--- src/rtl/flow_ctrl_pkg.sv ---
// Shared types and helpers for the N-channel flow-control FSM.
// Holds the state encoding, default thresholds and threshold check.
package flow_ctrl_pkg;

  typedef enum logic [2:0] {
    ST_RESET  = 3'd0,
    ST_INIT   = 3'd1,
    ST_IDLE   = 3'd2,
    ST_ACTIVE = 3'd3,
    ST_ERROR  = 3'd4
  } state_t;

  localparam int AF_DEFAULT = 6;
  localparam int AE_DEFAULT = 2;

  function automatic logic th_ok(
    input int af,
    input int ae,
    input int depth
  );
    return (ae < af) && (af <= depth);
  endfunction

endpackage

--- src/rtl/flow_ctrl_fsm_n_if.sv ---
// FIFO-status / flow-control bundle between the FIFO bank and the FSM.
// Optional err_cnt signal present only with ERR_CNT_EN.
interface flow_ctrl_fsm_n_if #(
  parameter int N_CH = 4,
  parameter int TH_W = 4
);
  logic            iniciar;
  logic [TH_W-1:0] umbral_af_in;
  logic [TH_W-1:0] umbral_ae_in;
  logic [N_CH:0]   almost_full;
  logic [N_CH:0]   full;
  logic [N_CH:0]   almost_empty;
  logic [N_CH:0]   empty;
  logic [N_CH-1:0] pausa;
  logic [N_CH-1:0] continuar;
  logic            error_full;
  logic            idle;
  logic [N_CH:0]   error_ch;
  logic [TH_W-1:0] umbral_af;
  logic [TH_W-1:0] umbral_ae;
  logic [2:0]      estado;
`ifdef ERR_CNT_EN
  logic [7:0]      err_cnt;
`endif

  modport master (
`ifdef ERR_CNT_EN
    input  err_cnt,
`endif
    output iniciar, umbral_af_in, umbral_ae_in,
    output almost_full, full, almost_empty, empty,
    input  pausa, continuar, error_full, idle,
    input  error_ch, umbral_af, umbral_ae, estado
  );

  modport slave (
`ifdef ERR_CNT_EN
    output err_cnt,
`endif
    input  iniciar, umbral_af_in, umbral_ae_in,
    input  almost_full, full, almost_empty, empty,
    output pausa, continuar, error_full, idle,
    output error_ch, umbral_af, umbral_ae, estado
  );

endinterface

--- src/rtl/flow_ctrl_ch_hyst.sv ---
// Single-channel pausa/continuar hysteresis register.
// active/error are the state being entered on this edge.
module flow_ctrl_ch_hyst (
  input  logic clk,
  input  logic rst,
  input  logic enb,
  input  logic active,
  input  logic error,
  input  logic almost_full,
  input  logic full,
  input  logic almost_empty,
  input  logic empty,
  output logic pausa,
  output logic continuar
);

  logic set_c;
  logic clr_c;
  logic p_nx;
  logic c_nx;

  // set has priority over clear
  assign set_c = almost_full | full;
  assign clr_c = pausa & (almost_empty | empty) & ~set_c;
  assign p_nx  = error | (active & (set_c | (pausa & ~clr_c)));
  assign c_nx  = ~error & active & clr_c;

  always_ff @(posedge clk) begin
    if (rst) begin
      pausa     <= 1'b0;
      continuar <= 1'b0;
    end else if (enb) begin
      pausa     <= p_nx;
      continuar <= c_nx;
    end
  end

endmodule

--- src/rtl/flow_ctrl_fsm_n.sv ---
// N-channel flow-control FSM: thresholds, error capture, hysteresis.
// Optional saturating error counter enabled by ERR_CNT_EN.
module flow_ctrl_fsm_n
  import flow_ctrl_pkg::*;
#(
  parameter int N_CH       = 4,
  parameter int FIFO_DEPTH = 8,
  parameter int AF_DEFAULT = flow_ctrl_pkg::AF_DEFAULT,
  parameter int AE_DEFAULT = flow_ctrl_pkg::AE_DEFAULT
) (
  input logic              clk,
  input logic              rst,
  input logic              enb,
  flow_ctrl_fsm_n_if.slave bus
);

  localparam int TH_W = $clog2(FIFO_DEPTH + 1);

  state_t          st;
  state_t          nx;
  logic            ok;
  logic            busy;
  logic [TH_W-1:0] af_q;
  logic [TH_W-1:0] ae_q;
  logic [N_CH:0]   ech_q;
  logic [N_CH-1:0] p;
  logic [N_CH-1:0] c;

  assign ok = th_ok(int'(bus.umbral_af_in),
                    int'(bus.umbral_ae_in),
                    FIFO_DEPTH);
  assign busy = (st == ST_IDLE) || (st == ST_ACTIVE);

  always_ff @(posedge clk) begin
    if (rst) st <= ST_RESET;
    else if (enb) st <= nx;
  end

  always_comb begin
    nx = st;
    unique case (st)
      ST_RESET: nx = ST_INIT;
      ST_INIT: if (bus.iniciar && ok) nx = ST_IDLE;
      ST_IDLE: begin
        if (|bus.full) nx = ST_ERROR;
        else if (!(&bus.empty)) nx = ST_ACTIVE;
      end
      ST_ACTIVE: begin
        if (|bus.full) nx = ST_ERROR;
        else if (&bus.empty) nx = ST_IDLE;
      end
      ST_ERROR: if (bus.iniciar) nx = ST_INIT;
      default: nx = ST_RESET;
    endcase
  end

  always_ff @(posedge clk) begin
    if (rst) begin
      af_q  <= TH_W'(AF_DEFAULT);
      ae_q  <= TH_W'(AE_DEFAULT);
      ech_q <= '0;
    end else if (enb) begin
      if (st == ST_INIT && bus.iniciar && ok) begin
        af_q <= bus.umbral_af_in;
        ae_q <= bus.umbral_ae_in;
      end
      if (st == ST_ERROR && bus.iniciar) ech_q <= '0;
      else if (busy) ech_q <= ech_q | bus.full;
    end
  end

`ifdef ERR_CNT_EN
  logic [7:0] cnt_q;

  always_ff @(posedge clk) begin
    if (rst) cnt_q <= '0;
    else if (enb && busy && nx == ST_ERROR && cnt_q != 8'hff)
      cnt_q <= cnt_q + 8'd1;
  end

  assign bus.err_cnt = cnt_q;
`endif

  for (genvar i = 0; i < N_CH; i++) begin : g_ch
    flow_ctrl_ch_hyst u_hyst (
      .clk          (clk),
      .rst          (rst),
      .enb          (enb),
      .active       (nx == ST_ACTIVE),
      .error        (nx == ST_ERROR),
      .almost_full  (bus.almost_full[i]),
      .full         (bus.full[i]),
      .almost_empty (bus.almost_empty[i]),
      .empty        (bus.empty[i]),
      .pausa        (p[i]),
      .continuar    (c[i])
    );
  end

  assign bus.pausa      = p;
  assign bus.continuar  = c;
  assign bus.error_full = (st == ST_ERROR);
  assign bus.idle       = (st == ST_IDLE);
  assign bus.error_ch   = ech_q;
  assign bus.umbral_af  = af_q;
  assign bus.umbral_ae  = ae_q;
  assign bus.estado     = st;

endmodule
--- src/flat_wrapper.sv ---
// flat-port wrapper written by rule: the top's interface ports become plain ports
module flow_ctrl_fsm_n_flat import flow_ctrl_pkg::*;
#(
  parameter int N_CH       = 4,
  parameter int FIFO_DEPTH = 8,
  parameter int AF_DEFAULT = flow_ctrl_pkg::AF_DEFAULT,
  parameter int AE_DEFAULT = flow_ctrl_pkg::AE_DEFAULT
)
  (clk, rst, enb, bus_iniciar, bus_umbral_af_in, bus_umbral_ae_in, bus_almost_full, bus_full, bus_almost_empty, bus_empty, bus_pausa, bus_continuar, bus_error_full, bus_idle, bus_error_ch, bus_umbral_af, bus_umbral_ae, bus_estado);
  flow_ctrl_fsm_n_if #(.N_CH(N_CH)) bus_i ();
  input logic clk;
  input logic rst;
  input logic enb;
  input wire logic [$bits(bus_i.iniciar)-1:0] bus_iniciar;
  input wire logic [$bits(bus_i.umbral_af_in)-1:0] bus_umbral_af_in;
  input wire logic [$bits(bus_i.umbral_ae_in)-1:0] bus_umbral_ae_in;
  input wire logic [$bits(bus_i.almost_full)-1:0] bus_almost_full;
  input wire logic [$bits(bus_i.full)-1:0] bus_full;
  input wire logic [$bits(bus_i.almost_empty)-1:0] bus_almost_empty;
  input wire logic [$bits(bus_i.empty)-1:0] bus_empty;
  output wire logic [$bits(bus_i.pausa)-1:0] bus_pausa;
  output wire logic [$bits(bus_i.continuar)-1:0] bus_continuar;
  output wire logic [$bits(bus_i.error_full)-1:0] bus_error_full;
  output wire logic [$bits(bus_i.idle)-1:0] bus_idle;
  output wire logic [$bits(bus_i.error_ch)-1:0] bus_error_ch;
  output wire logic [$bits(bus_i.umbral_af)-1:0] bus_umbral_af;
  output wire logic [$bits(bus_i.umbral_ae)-1:0] bus_umbral_ae;
  output wire logic [$bits(bus_i.estado)-1:0] bus_estado;
  assign bus_i.iniciar = bus_iniciar;
  assign bus_i.umbral_af_in = bus_umbral_af_in;
  assign bus_i.umbral_ae_in = bus_umbral_ae_in;
  assign bus_i.almost_full = bus_almost_full;
  assign bus_i.full = bus_full;
  assign bus_i.almost_empty = bus_almost_empty;
  assign bus_i.empty = bus_empty;
  assign bus_pausa = bus_i.pausa;
  assign bus_continuar = bus_i.continuar;
  assign bus_error_full = bus_i.error_full;
  assign bus_idle = bus_i.idle;
  assign bus_error_ch = bus_i.error_ch;
  assign bus_umbral_af = bus_i.umbral_af;
  assign bus_umbral_ae = bus_i.umbral_ae;
  assign bus_estado = bus_i.estado;
  flow_ctrl_fsm_n #(.N_CH(N_CH), .FIFO_DEPTH(FIFO_DEPTH), .AF_DEFAULT(AF_DEFAULT), .AE_DEFAULT(AE_DEFAULT)) u_core (.clk(clk), .rst(rst), .enb(enb), .bus(bus_i));
endmodule
--- config.mk ---
export PLATFORM = sky130hd
export DESIGN_NAME = flow_ctrl_fsm_n_flat
export DESIGN_NICKNAME = d
export VERILOG_FILES = /design/src/rtl/flow_ctrl_pkg.sv /design/src/rtl/flow_ctrl_fsm_n_if.sv /design/src/rtl/flow_ctrl_ch_hyst.sv /design/src/rtl/flow_ctrl_fsm_n.sv /design/src/flat_wrapper.sv
export SDC_FILE = /design/constraint.sdc
export NUM_CORES = 1
export LEC_CHECK = 0
export ABC_CLOCK_PERIOD_IN_PS = 1300
export BUFFER_PORTS_ARGS = -buffer_cell sky130_fd_sc_hd__clkbuf_2
export CORE_MARGIN = 2
export CORE_UTILIZATION = 42
export DETAILED_ROUTE_END_ITERATION = 16
export PLACE_DENSITY_LB_ADDON = 0.2
export SLEW_MARGIN = 40
export SYNTH_ARGS = -nofsm -noshare
export SYNTH_HDL_FRONTEND = slang
export SYNTH_SLANG_ARGS = --single-unit
--- constraint.sdc ---
create_clock -name clk -period 1.3 [get_ports clk]
set_input_delay 0.13 -clock clk [delete_from_list [all_inputs] [get_ports clk]]
set_output_delay 0.13 -clock clk [all_outputs]
set_load 0.02 [all_outputs]
# After elaboration in Yosys (flattened, before gate mapping)
# Index checks and enable logic that the tools add are counted.
dict set report totals {
  ff_bits 24
  in_bits 32
  word_cells 88
}
dict set report classes {
  n_lt_le_gt_ge 2
  eq_ne 6
  muxes 9
  n_bitwise 47
  reduce_logical 12
}
# operator count
set ops {}
lappend ops {{$and A1 B1 Y1} 21}
lappend ops {{$mux W3} 6}
lappend ops {{$or A1 B1 Y1} 16}
lappend ops {{$pmux W3 S5} 1}
lappend ops {{$mux W5} 2}
lappend ops {{$eq A3 B2 Y1 const B} 3}
lappend ops {{$not A1 Y1} 9}
lappend ops {{$eq A3 B3 Y1 const B} 2}
lappend ops {{$logic_and A1 B1 Y1} 5}
lappend ops {{$or A5 B5 Y5} 1}
lappend ops {{$reduce_and A5 Y1} 1}
lappend ops {{$reduce_or A5 Y1} 1}
lappend ops {{$le A4 B4 Y1 const B} 1}
lappend ops {{$lt A4 B4 Y1} 1}
lappend ops {{$reduce_and A2 Y1} 2}
lappend ops {{$eq A3 B1 Y1 const B} 1}
lappend ops {{$logic_not A3 Y1} 1}
lappend ops {{$reduce_bool A2 Y1} 1}
lappend ops {{$logic_or A1 B1 Y1} 1}

# Depth between registers and ports, before layout
# Gate-level depths: netlist (run 1).
dict set report logic_depth {
  depth_word 9
  mapped_depth 6
  depth_no_buf 5
}

# By module
# From an unflattened synthesis (run 1), not the netlist that was laid out.
dict set report unflattened {
  hier_cells 146
  area_unflattened_um2 1244.9
}
# module instances cells_per_inst area_per_inst_um2
set by_module_without_submodules {}
lappend by_module_without_submodules {flow_ctrl_fsm_n 1 98 824.5}
lappend by_module_without_submodules {flow_ctrl_ch_hyst 4 12 105.1}

# Least setup slack after synthesis (run 1)
# Ideal clock, no wire load.
dict set report synth_timing {
  path_kind {reg2reg}
  from {register u_core.st[2] (netlist: u_core.bus.estado[2])}
  to {register u_core.g_ch[0].u_hyst.pausa}
  setup_ns 0.086
  t_arrival_ns 1.785
  setup_slack_ns -0.571
  path_stages_with_launch 5
  path_buffers 0
  period_less_slack_ns 1.871
  path_cell_list {dfxtp_1 nor3b_1 inv_1 o221a_2 a211oi_1}
}
dict set report synth_via {
  word_cells_on_any_way 16
  cone_classes {eq/ne (6); mux (7); bitwise (2); reduce/logical (1)}
}
# item line
set synth_lines {}
lappend synth_lines {{from (decl)} flow_ctrl_fsm_n.sv:19} ;# state_t st;
lappend synth_lines {{from (signal assigned)} flow_ctrl_fsm_n.sv:36} ;# else if (enb) st <= nx;
lappend synth_lines {{$eq A3 B3 Y1 *} n/a}
lappend synth_lines {{net bus_error_full} flat_wrapper.sv:23} ;# output wire logic [$bits(bus_i.error_full)-1:0] bus_error_full;
lappend synth_lines {{$pmux W3 S5 *} flow_ctrl_fsm_n.sv:41} ;# unique case (st)
lappend synth_lines {{$eq A3 B2 Y1} flow_ctrl_fsm_n.sv:89} ;# .active (nx == ST_ACTIVE),
lappend synth_lines {{$and A1 B1 Y1} flow_ctrl_ch_hyst.sv:25} ;# assign p_nx = error | (active & (set_c | (pausa & ~clr_c)));
lappend synth_lines {{$or A1 B1 Y1 *} flow_ctrl_ch_hyst.sv:25}
lappend synth_lines {{to (signal assigned)} flow_ctrl_ch_hyst.sv:33} ;# pausa <= p_nx;
lappend synth_lines {{to (decl)} flow_ctrl_ch_hyst.sv:13} ;# output logic pausa,
# Mark *: on every way through the listed nets, which the timed path passes. The rest lies on a longest branch.
# A chain may end at the register's enable or synchronous reset.

# Worst setup path in the final report (run 1)
dict set report layout_timing {
  from {register u_core.st[1] (netlist: u_core.bus.estado[1])}
  to {register u_core.af_q[2] (netlist: u_core.bus.umbral_af[2])}
}
dict set report layout_via {
  elab_chain_len 4
}
# item line
set layout_rtl {}
lappend layout_rtl {{$eq A3 B1 Y1} flow_ctrl_fsm_n.sv:63} ;# if (st == ST_INIT && bus.iniciar && ok) begin
lappend layout_rtl {{$logic_and A1 B1 Y1 (2 in a row)} flow_ctrl_fsm_n.sv:63}
lappend layout_rtl {{$reduce_and A2 Y1 (no source line)} n/a}
lappend layout_rtl {{to (signal assigned)} flow_ctrl_fsm_n.sv:59} ;# af_q <= TH_W'(AF_DEFAULT);
lappend layout_rtl {{to (signal assigned)} flow_ctrl_fsm_n.sv:64} ;# af_q <= bus.umbral_af_in;
lappend layout_rtl {{to (decl)} flow_ctrl_fsm_n.sv:23} ;# logic [TH_W-1:0] af_q;
# Every way passes these cells.

==> impl_metrics.yaml, run 1 <==
sta:
  setup_tns_ps: -1820
  rsz0062_at_grt: "yes"
  period_share_pct: 110
  finalSetupViolCount: 21
  fin_hold_ws_ps: 50.0
  timing.final.crit_period_ps: 1430
  finalMaxSlewViolations: 0
  fin_worst_skew_ps: 4.53
  fin_ws_ps: -128
  relSlewSlack_pct: 76.2
  tightest_slew_ps: 356
  final-hold-violation-count: 0
  fmax_ghz: 0.700
placement:
  dpl.hpwl_mm: 2.63
  portBuffers: 55
  gp_congestion: 0.774
  pre_cts_slack_ps: -187
min_path:
  holdPathStages: 3
  min-delay-path-class: "in2reg"
cts:
  cts_hold_buffers: 0
  numCtsBuffers: 3
  cts_root_buf: "clkbuf_4"
  clk_latency_ps: 320
  cts_tree: "built"
  clk_pin_slew_ps: 140
  h-tree-depth: 1
  cts.path.max_buffers: 2
  numClockSinks: 24
layout:
  drive_gt1_share_pct: 46.9
  area_growth_pct: 48.1
  antennaDiodeCount: 0
  utilization_pct: 63.9
  fin_nets: 262
routing:
  firstDrtPassIters: 5
  wirelength_mm: 3.55
  vias_per_cell: 5.36
  post-route-drc-count: 0
  drtIter0Drc: 77
  vias: 1387
  wl_per_cell_um: 13.7
  antenna_left: 0
critical_path:
  required_ps: 1560
  cp.arrival_ps: 1690
  critPathTopFamily: "simple AND/OR/NAND/NOR gates"
  cp_max_fo: 8
  slowest_stage: "dfxtp_4"
  cp.depth: 5
  cp_slowest_stage_delay_ps: 390
  critPathBufInv: 1
  end_kind: "flop"
  reg2reg_depth: 5
  critPathLaunchType: "flop"
  crit_type: "reg2reg"
  crit_chain: "nor3b_2 -> nor4b_2 -> o21a_1 -> buf_12 -> mux2i_2"
synthesis:
  syn_nets: 187
  synth_edf_count: 0
  ys_async_sr_fraction_pct: 0
  netlist_area_sq_um: 1290
  synth_seq_area_share_pct: 37.4
  synthCells: 152
  ys.warnings.count: 0
  synthTopCellsByArea: "dfxtp_1 37%, nand2b_1 7.8%, nor2_1 6.7%"
  ys_seq_elements: 24
  synth_area_per_cell_sq_um: 8.46
  synth-main-ff-cell: "dfxtp_1"
  synth_top_cell_by_area: "dfxtp_1"
  synth_top_area_share_pct: 37.4
  synth.distinct_cells: 35
floorplanning:
  ios: 58
  core-area_sq_um: 2980
  dieHeight_um: 59.3
  dieArea_sq_um: 3520
  placementRows: 20
  fp.dieW_um: 59.3
  initial_core_util_pct: 43.2
global_route:
  antenna_found_initial: 0
  grt_pass1_vias: 1312
  grt-ovfl-total: 0
  grt_pass1_wl_mm: 5.53
  grt_max_degree: 24
  grtUsageTotal_pct: 20.8
outcome:
  outcome: "finished, violations left"
  violations: "negative setup slack"
pwr:
  power_mw: 1.57
  ir_drop_v: 0.000430
  power_leakage_nw: 0.836
  powerDensity_nw_per_um2: 822
flow_run:
  drv_cap: 0
-- metal layers --
layer / up-vias / GRT usage, % / routed length (um)
met3: 10 / 2.84 / 172
met4: 0 / 8.12 / 86
met5: - / 0 / 0
met2: 43 / 37.2 / 1870
li1: 684 / - / -
met1: 650 / 24.9 / 1420
-- worst register-to-register path, stage by stage (launching register included) --
cell     delay [ps]
dfxtp_4         390
nor3b_2         220
nor4b_2         230
o21a_1          200
buf_12          140
mux2i_2         190
-- power breakdown --
part	total, mW	leakage [nW]	switching [mW]	internal [mW]
sequential	0.784	0.197	0.0227	0.762
clock	0.352	0.0150	0.232	0.120
combinational	0.429	0.624	0.212	0.217
-- cell families (layout without fill, tap and decap cells) --
group                    after synthesis  count (layout)  share of synthesized area [%]
AO/OA/AOI/OAI                         31              31                           17.5
adder cells (fa/ha/maj)                3               3                           2.92
buffers and inverters                 19              93                           7.98
flip-flops                            24              24                           37.4
multiplexers                           8               8                           6.23
AND/OR/NAND/NOR                       67              67                           28.0
-- placed cells by master (no fill, tap or decap), types with 5 or more instances in the layout --
cell type	n
nor2_1	23
nand2_1	5
nand2b_1	15
a21oi_1	5
buf_4	26
nand3_1	9
clkbuf_2	53
dfxtp_1	21
mux2i_1	7
-- stage by stage --
step / instance area, sq um / instances
final: 1900 / 259
after global routing: 1900 / 259
after CTS: 1850 / 258
after detailed placement: 1760 / 249
after global placement: 1760 / 249
after floorplan: 1330 / 152
-- synthesized netlist by cell type (4+ instances only) --
master and instances:
a31oi_1 5, inv_1 5, nand3_1 9, a21oi_1 5, buf_4 8, nand2_1 5
nand2b_1 16, a211oi_1 5, dfxtp_1 24, clkbuf_1 4, mux2i_1 8, nor4_1 4
nor2_1 23
-- path summary, 6_finish.rpt --
kind                                                      start                         endpoint  slack (ps)
worst max-delay path                       u_core.bus.estado[1]          u_core.bus.umbral_af[2]        -130
worst min register to register  u_core.g_ch[2].u_hyst.continuar  u_core.g_ch[2].u_hyst.continuar         480
worst max register to register             u_core.bus.estado[1]          u_core.bus.umbral_af[2]        -130
worst min-delay path                        bus_umbral_ae_in[0]          u_core.bus.umbral_ae[0]          50
-- flip-flops by register name, summed over array words and instances, names as in the netlist --
signal                        flops
u_core.bus.error_ch               5
u_core.bus.umbral_ae              4
u_core.bus.umbral_af              4
u_core.g_ch.u_hyst.continuar      4
u_core.g_ch.u_hyst.pausa          4
u_core.bus.estado                 3
-- layout make-up --
type                    count  area [sq um]
multi-input cells         109           793
clock buffers               4          26.3
well taps                  33          41.3
flip-flops and latches     24           492
fillers                   261          1070
repair buffers             84           533
inverters                   5          18.8
-- repair_timing --
action | CTS | global route
setup buffers | 5 | 1
hold endpoints to repair | 0 | 0
pin swaps | 5 | 5
gates resized for setup | 9 | 6
setup endpoints to repair | 17 | 23
Note: power is estimated with default switching activity, not from simulation.
==> inputs of run 2 (changes only) <==
- PLACE_DENSITY: unset -> 0.74
- PLACE_DENSITY_LB_ADDON: 0.2 -> unset
==> impl_metrics.yaml, run 2 (synthesized netlist as in run 1, its figures left out) <==
routing:
  drtIter0Drc: 56
  post-route-drc-count: 0
  wirelength_mm: 3.32
  wl_per_cell_um: 12.8
  vias: 1358
  vias_per_cell: 5.24
  firstDrtPassIters: 4
  antenna_left: 0
critical_path:
  critPathBufInv: 1
  critPathTopFamily: "simple AND/OR/NAND/NOR gates"
  slowest_stage: "dfxtp_4"
  cp_slowest_stage_delay_ps: 390
  end_kind: "flop"
  required_ps: 1560
  cp.arrival_ps: 1660
  crit_chain: "nor3b_4 -> nor4b_4 -> o21a_1 -> buf_4 -> mux2i_1"
  cp_max_fo: 5
  critPathLaunchType: "flop"
  crit_type: "reg2reg"
placement:
  gp_congestion: 0.821
  portBuffers: 55
  dpl.hpwl_mm: 2.28
floorplanning:
  initial_core_util_pct: 43.2
  core-area_sq_um: 2980
  dieArea_sq_um: 3520
  dieHeight_um: 59.3
  placementRows: 20
  fp.dieW_um: 59.3
  ios: 58
layout:
  drive_gt1_share_pct: 48.7
  antennaDiodeCount: 0
  regArea_sq_um: 492
  final_common_cell: "clkbuf_2"
  final_cell_mix: "53 x clkbuf_2, 26 x buf_4, 22 x nor2_1, 21 x dfxtp_1, 15 x nand2b_1"
  fill_cells: 234
  area_growth_pct: 51.8
  largest_reg_flops: 5
  multiInputGateArea_sq_um: 823
  utilization_pct: 65.6
  fin_nets: 262
global_route:
  grt-ovfl-total: 0
  grtUsageTotal_pct: 18.0
  antenna_found_initial: 0
  grt_max_degree: 24
  grt_pass1_wl_mm: 4.92
  grt_pass1_vias: 1165
sta:
  fin_ws_ps: -102
  tightest_slew_ps: 354
  final-hold-violation-count: 0
  fin_worst_skew_ps: 3.54
  rsz0062_at_grt: "yes"
  fmax_ghz: 0.713
  timing.final.crit_period_ps: 1400
  finalSetupViolCount: 20
  setup_tns_ps: -1420
  relSlewSlack_pct: 76.4
  period_share_pct: 108
  finalMaxSlewViolations: 0
cts:
  clk_latency_ps: 310
  clk_pin_slew_ps: 130
  cts_tree: "built"
  numCtsBuffers: 3
  h-tree-depth: 1
  cts_root_buf: "clkbuf_4"
  cts.path.max_buffers: 2
  cts_hold_buffers: 0
  numClockSinks: 24
outcome:
  outcome: "finished, violations left"
  violations: "negative setup slack"
flow_run:
  drv_cap: 0
pwr:
  powerDensity_nw_per_um2: 900
  power_leakage_nw: 0.855
  power_mw: 1.76
  ir_drop_v: 0.000401
min_path:
  min-delay-path-class: "in2reg"
==> run 2: timing repair <==
item                                    CTS  global route
buffers inserted                          4             4
gates resized for setup                   5            19
endpoints found under the setup margin   14            21
pin swaps                                 1             9
endpoints found under the hold margin     0             0
==> run 2: worst min-delay path: cells and delay by family <==
| family | cells | cell delay, ps |
|---|---|---|
| buffers and inverters | 1 | 100 |
| multiplexers | 1 | 60 |
| AND/OR/NAND/NOR | 1 | 60 |
==> run 2: stage by stage <==
step                cells  hold slack, ps  instance area [sq um]  setup slack (ps)
global route          259            49.7                   1950              -197
CTS                   255            51.9                   1830             -89.0
detailed placement    247             399                   1730              -159
floorplan             152             285                   1330             -62.4
global placement      247             402                   1730              -146
finish                259            59.3                   1950              -102
==> run 2: final cells by class <==
cell class                      count  area share [%]
Sequential cell                    24            25.2
Timing Repair Buffer               84            26.9
Clock buffer                        3            1.15
Inverter                            5           0.961
Tap cell                           33            2.11
Clock inverter                      1            1.54
Multi-Input combinational cell    109            42.2
==> run 2: final timing paths <==
| check | startpoint | endpoint | slack [ps] | cells past startpoint |
|---|---|---|---|---|
| worst max-delay path | u_core.bus.estado[2] | u_core.bus.umbral_ae[0] | -100 | 5 |
| worst min-delay path | bus_umbral_ae_in[3] | u_core.bus.umbral_ae[3] | 60 | 3 |
| worst max register to register | u_core.bus.estado[2] | u_core.bus.umbral_ae[0] | -100 | 5 |
| worst min register to register | u_core.g_ch[2].u_hyst.continuar | u_core.g_ch[2].u_hyst.continuar | 470 | 2 |
==> run 2: per-layer routing <==
layer	routed length [um]	GRT usage [%]	up-vias
li1	-	-	685
met1	1430	22.8	615
met2	1640	30.8	54
met3	235	3.71	4
met4	24	5.19	0
met5	0	0	-
==> run 2: report_power, final <==
part           switching [mW]  leakage (nW)  internal, mW
Combinational           0.214         0.630         0.218
Clock                   0.230        0.0279         0.312
Sequential             0.0240         0.197         0.762
